## config.mk

```make
export PLATFORM = sky130hd
export DESIGN_NAME = alu_cmd_sequencer
export DESIGN_NICKNAME = d
export VERILOG_FILES = /design/src/rtl/alu_cmd_sequencer.sv
export SDC_FILE = /design/constraint.sdc
export NUM_CORES = 1
export LEC_CHECK = 0
export BUFFER_PORTS_ARGS = -buffer_cell sky130_fd_sc_hd__buf_2
export CAP_MARGIN = 20
export CORE_MARGIN = 2
export CORE_UTILIZATION = 38
export DETAILED_ROUTE_END_ITERATION = 16
export GPL_ROUTABILITY_DRIVEN = 0
export PLACE_DENSITY = 0.61
export SYNTH_ARGS = -nofsm -noshare
export SYNTH_HDL_FRONTEND = slang
export SYNTH_SLANG_ARGS = --single-unit
```

## constraint.sdc

```tcl
create_clock -name clk -period 1.94 [get_ports clk]
set_input_delay 0.097 -clock clk [delete_from_list [all_inputs] [get_ports clk]]
set_output_delay 0.097 -clock clk [all_outputs]
set_load 0.01 [all_outputs]
```

## src/rtl/alu_cmd_sequencer.sv

```systemverilog
// rtl/alu_cmd_sequencer.sv - command FIFO and issue sequencer in front of a combinational ALU
//
// Accepts operand/opcode commands on a valid/ready handshake, buffers them in
// a DEPTH-entry circular FIFO, issues one command at a time to the ALU,
// captures the 2N-bit result and presents it in order on a second handshake.
//
// Optional build macro: ALU_CMD_SEQ_BYPASS_EN
//   defined   - a command accepted while IDLE with an empty FIFO loads the ALU
//               drive registers directly (result one cycle earlier)
//   undefined - every command passes through the FIFO
//
// Ports:
//   clk, rstn                          clock, asynchronous active-low reset
//   cmd_valid/cmd_ready                command handshake
//   cmd_op1, cmd_op2, cmd_opcode       command payload
//   alu_operand1/2, alu_operation      registered drive to the ALU
//   alu_result                         2N-bit result from the ALU
//   res_valid/res_ready                result handshake
//   res_data, res_opcode               captured result and its opcode
//   busy                               FIFO non-empty or sequencer not idle

module alu_cmd_sequencer #(
    parameter int N     = 4,
    parameter int DEPTH = 4
) (
    input  logic           clk,
    input  logic           rstn,
    input  logic           cmd_valid,
    output logic           cmd_ready,
    input  logic [N-1:0]   cmd_op1,
    input  logic [N-1:0]   cmd_op2,
    input  logic [3:0]     cmd_opcode,
    output logic [N-1:0]   alu_operand1,
    output logic [N-1:0]   alu_operand2,
    output logic [3:0]     alu_operation,
    input  logic [2*N-1:0] alu_result,
    output logic           res_valid,
    input  logic           res_ready,
    output logic [2*N-1:0] res_data,
    output logic [3:0]     res_opcode,
    output logic           busy
);

    localparam int AW = $clog2(DEPTH);
    localparam logic [AW:0] PTR_ONE = {{AW{1'b0}}, 1'b1};

    typedef enum logic [1:0] {
        IDLE  = 2'd0,
        ISSUE = 2'd1,
        HOLD  = 2'd2
    } state_t;

    state_t state, state_nxt;

    logic [N-1:0] fifo_op1 [DEPTH];
    logic [N-1:0] fifo_op2 [DEPTH];
    logic [3:0]   fifo_opc [DEPTH];

    // Pointers carry one extra wrap bit so full and empty are distinguishable.
    logic [AW:0] wr_ptr, rd_ptr;
    logic        fifo_empty, fifo_full;
    logic        cmd_fire, bypass, push, pop;

    assign fifo_empty = (wr_ptr == rd_ptr);
    assign fifo_full  = (wr_ptr[AW] != rd_ptr[AW]) &&
                        (wr_ptr[AW-1:0] == rd_ptr[AW-1:0]);

    // Registered FIFO state only; a same-cycle pop does not raise cmd_ready.
    assign cmd_ready = !fifo_full;
    assign cmd_fire  = cmd_valid && cmd_ready;

`ifdef ALU_CMD_SEQ_BYPASS_EN
    // Only legal with an empty FIFO, so ordering is preserved.
    assign bypass = (state == IDLE) && fifo_empty && cmd_fire;
`else
    assign bypass = 1'b0;
`endif

    assign push = cmd_fire && !bypass;
    assign busy = !fifo_empty || (state != IDLE);

    always_comb begin
        state_nxt = state;
        pop       = 1'b0;
        case (state)
            IDLE: begin
                if (!fifo_empty) begin
                    pop       = 1'b1;
                    state_nxt = ISSUE;
                end else if (bypass) begin
                    state_nxt = ISSUE;
                end
            end
            ISSUE: begin
                state_nxt = HOLD;
            end
            HOLD: begin
                if (res_ready) begin
                    if (!fifo_empty) begin
                        pop       = 1'b1;
                        state_nxt = ISSUE;
                    end else begin
                        state_nxt = IDLE;
                    end
                end
            end
            default: begin
                state_nxt = IDLE;
            end
        endcase
    end

    always_ff @(posedge clk or negedge rstn) begin
        if (!rstn) begin
            state <= IDLE;
        end else begin
            state <= state_nxt;
        end
    end

    always_ff @(posedge clk or negedge rstn) begin
        if (!rstn) begin
            for (int i = 0; i < DEPTH; i++) begin
                fifo_op1[i] <= '0;
                fifo_op2[i] <= '0;
                fifo_opc[i] <= '0;
            end
        end else if (push) begin
            fifo_op1[wr_ptr[AW-1:0]] <= cmd_op1;
            fifo_op2[wr_ptr[AW-1:0]] <= cmd_op2;
            fifo_opc[wr_ptr[AW-1:0]] <= cmd_opcode;
        end
    end

    always_ff @(posedge clk or negedge rstn) begin
        if (!rstn) begin
            wr_ptr <= '0;
            rd_ptr <= '0;
        end else begin
            if (push) begin
                wr_ptr <= wr_ptr + PTR_ONE;
            end
            if (pop) begin
                rd_ptr <= rd_ptr + PTR_ONE;
            end
        end
    end

    // ALU drive registers change only when a command is issued.
    always_ff @(posedge clk or negedge rstn) begin
        if (!rstn) begin
            alu_operand1  <= '0;
            alu_operand2  <= '0;
            alu_operation <= '0;
        end else if (pop) begin
            alu_operand1  <= fifo_op1[rd_ptr[AW-1:0]];
            alu_operand2  <= fifo_op2[rd_ptr[AW-1:0]];
            alu_operation <= fifo_opc[rd_ptr[AW-1:0]];
        end else if (bypass) begin
            alu_operand1  <= cmd_op1;
            alu_operand2  <= cmd_op2;
            alu_operation <= cmd_opcode;
        end
    end

    // ALU inputs have been stable for the whole ISSUE cycle; capture at its end.
    always_ff @(posedge clk or negedge rstn) begin
        if (!rstn) begin
            res_valid  <= 1'b0;
            res_data   <= '0;
            res_opcode <= '0;
        end else if (state == ISSUE) begin
            res_valid  <= 1'b1;
            res_data   <= alu_result;
            res_opcode <= alu_operation;
        end else if ((state == HOLD) && res_ready) begin
            res_valid  <= 1'b0;
        end
    end

endmodule

```

==> summary.txt <==
Logic synthesis
  • Mapped Area: 3500 sq um
  • Top cell type's share of synthesized area: 0.579
  • Post-synthesis sequential area ratio: 0.579
  • Mapped Cells: 211
  • Cell taking the most area after synthesis: dfrtp_1
  • Ys Warns: 0
  • Synthesized Nets: 240
  • Flops & latches, synth: 81
  • Distinct cells, synth: 23
  • Top area cells in the synthesized netlist: dfrtp_1, mux2_2, mux4_2
  • Mean Syn Cell Area: 16.6 sq um

Power and ir drop
  • Pint: 0.00505 W
  • Gate power share: 0.433
  • Power Density: 1800 nW/um^2
  • Leak Pwr: 1.84 nW
  • Switching Power: 0.00243 W
  • Switching fraction of total power: 0.325
  • Clk pwr share: 0.159
  • Seq pwr share: 0.408
  • Worst vdd ir: 0.000582 V

GRT
  • Number of global-route vias before repair: 1976
  • Remaining Overflow, GRT: 0
  • Largest net degree at the start of global routing: 48
  • First-pass GRT wire length: 10.4 mm
  • Total GRT Usage: 0.136
  • Initial antenna violation count: 0

Route
  • Routed WL per cell: 16.0 um
  • Total Wirelength: 6.32 mm
  • Total vias in the final route: 1935
  • Average via count per standard cell: 4.90
  • DR iter-0 viols: 24
  • Detailed-route DRC error count: 0
  • Antenna Nets Post-Route: 0
  • First-pass detailed-route iteration total: 3

Timing
  • RSZ-0062 raised after global routing: false
  • TNS Setup: 0 ns
  • Final Hold Viols: 0
  • Achievable frequency: 560 MHz
  • Worst rel slew slack: 0.683
  • Minimum clock period: 1.79 ns
  • Final Skew: 0.00874 ns
  • # setup viols final: 0
  • Final Slew Violations: 0
  • Worst-Margin Slew: 0.475 ns
  • Final Cycle Share: 0.920

Floorplan
  • Std cell rows: 35
  • Core ar.: 9110 sq um
  • Die ar.: 10000 sq um
  • Die Wd: 100 um
  • Initial core utilization: 0.384
  • # IOs: 51
  • Die Height: 100 um

Run
  • Max Cap Violations: 0

Worst setup path
  • Critical Path Source Type: flip-flop
  • CP endpoint: fifo_opc[1]$_DFFE_PN0P_
  • Reg2reg start: wr_ptr[0]$_DFFE_PN0P_
  • Worst setup EP type: flip-flop
  • Reg2reg end: fifo_opc[1]$_DFFE_PN0P_
  • Crit. Startpoint: wr_ptr[0]$_DFFE_PN0P_
  • Crit-path max FO: 13
  • Kind of critical path: reg -> reg
  • Worst Reg-to-Reg Cells: 4
  • Reg2Reg Setup Slack: 0.15 ns
  • Worst Path Required: 2.17 ns
  • Worst path arrival time: 2.01 ns

CTS
  • Clk slew on worst S/H paths: 0.08 ns
  • CTS Buf Count: 9
  • CTS tree: done
  • TritonCTS Sinks: 81
  • Clock Tree Root: clkbuf_8
  • Clock latency at the later pin of the worst-skew pair: 0.34 ns
  • Number of H-tree levels: 3
  • CTS max path bufs: 2
  • Post-CTS sizing: 0

Placed design
  • Dpl hpwl: 4.08 mm
  • Port-buffer cells: 50

Final layout
  • Area growth from synthesis to layout: 18.9%
  • Share of layout cells above drive strength 1: 0.539
  • Fill count: 821
  • Core Util, Final: 0.457
  • Antenna fix cells: 0
  • # nets final: 308
  • Most common cell after layout, fill and taps aside: dfrtp_1
  • Most frequent cells in the layout: dfrtp_1, mux2_2, buf_2

Hold path
  • HP Class: in -> reg
  • Hold path startpoint: cmd_op2[1]

Run status
  • Status: finished, final reports clean
## layout make-up
cell class | count | area (sq um) | area share
sequential | 81 | 2030 | 0.487
multi-input combinational | 116 | 1380 | 0.332
timing repair buffer | 66 | 410 | 0.0986
tap | 111 | 139 | 0.0334
clock buffer | 11 | 131 | 0.0316
clock inverter | 5 | 56.3 | 0.0135
inverter | 5 | 18.8 | 0.00451
## critical path: stages (launching register included)
cell and delay, ns:
dfrtp_1 0.43, xnor2_2 0.22, a31oi_4 0.30, and2_4 0.35
mux2_2 0.37
## cells in the mapped netlist
master and instances:
mux2_2 63, mux2_1 10, buf_6 5, nand3_1 1, nor2b_1 1, and2_4 4
a21o_1 1, xnor2_2 2, nand2_1 3, inv_1 5, o21ai_0 1, dfrtp_1 81
xnor2_1 3, nand4_1 1, nor2_1 2, ha_1 5, buf_2 3, clkbuf_1 1
a21oi_1 2, xor2_1 3, mux4_2 12, a31oi_4 1, a311oi_4 1
## kinds of logic after synthesis
logic type,after synthesis,synth area share
mux,85,0.312
flops,81,0.579
buf+inv,14,0.0268
simple gates,12,0.0204
xor+xnor,8,0.0243
compound gates,6,0.0200
fa+ha+maj,5,0.0179
## per-layer routing
layer,GRT usage,vias up,wire length [um]
met5,0,-,0
met4,0.0474,0,94
li1,-,891,-
met1,0.187,986,3060
met3,0.0348,11,269
met2,0.212,47,2890
## state kept, by name, indices dropped and copies added (netlist names)
name           cells
fifo_op1          16
fifo_op2          16
fifo_opc          16
res_data           8
alu_operand1       4
alu_operand2       4
alu_operation      4
res_opcode         4
rd_ptr             3
wr_ptr             3
state              2
res_valid          1
## metrics by stage
step | power, W | worst slack, ns | instance area [sq um] | cells | hold slack (ns)
after floorplan | 0.00553 | 0.139 | 3500 | 211 | -0.199
after global placement | 0.00630 | 0.172 | 3880 | 369 | 0.0972
after detailed placement | 0.00639 | 0.136 | 3880 | 369 | 0.0928
after CTS | 0.00763 | 0.130 | 4160 | 395 | 0.00827
after global routing | 0.00805 | 0.0506 | 4160 | 395 | 0.0134
final | 0.00748 | 0.155 | 4160 | 395 | 0.0216
## power groups by stage
stage               clock (W)  combinational (W)  sequential (W)
finish                0.00119            0.00324         0.00305
global route          0.00129            0.00356         0.00319
CTS                   0.00124            0.00332         0.00307
detailed placement          0            0.00330         0.00310
global placement            0            0.00323         0.00307
floorplan                   0            0.00240         0.00312
## worst min-delay path by stage
| stage | slack [ns] | to | cells past startpoint |
|---|---|---|---|
| floorplan | -0.20 | alu_operand1[0]$_DFFE_PN0P_ | 0 |
| global placement | 0.1 | alu_operand2[0]$_DFFE_PN0P_ | 1 |
| detailed placement | 0.09 | alu_operand2[0]$_DFFE_PN0P_ | 1 |
| CTS | 0.008 | fifo_op2[3]$_DFFE_PN0P_ | 2 |
| global route | 0.01 | fifo_op2[7]$_DFFE_PN0P_ | 2 |
| finish | 0.02 | fifo_op2[13]$_DFFE_PN0P_ | 2 |
## what timing repair did
action	4_1_cts	5_1_grt
hold buffers	10	0
endpoints found under the hold margin	43	0
buffers inserted	0	0
endpoints found under the setup margin	0	0
Note: power is estimated with default switching activity, not from simulation.
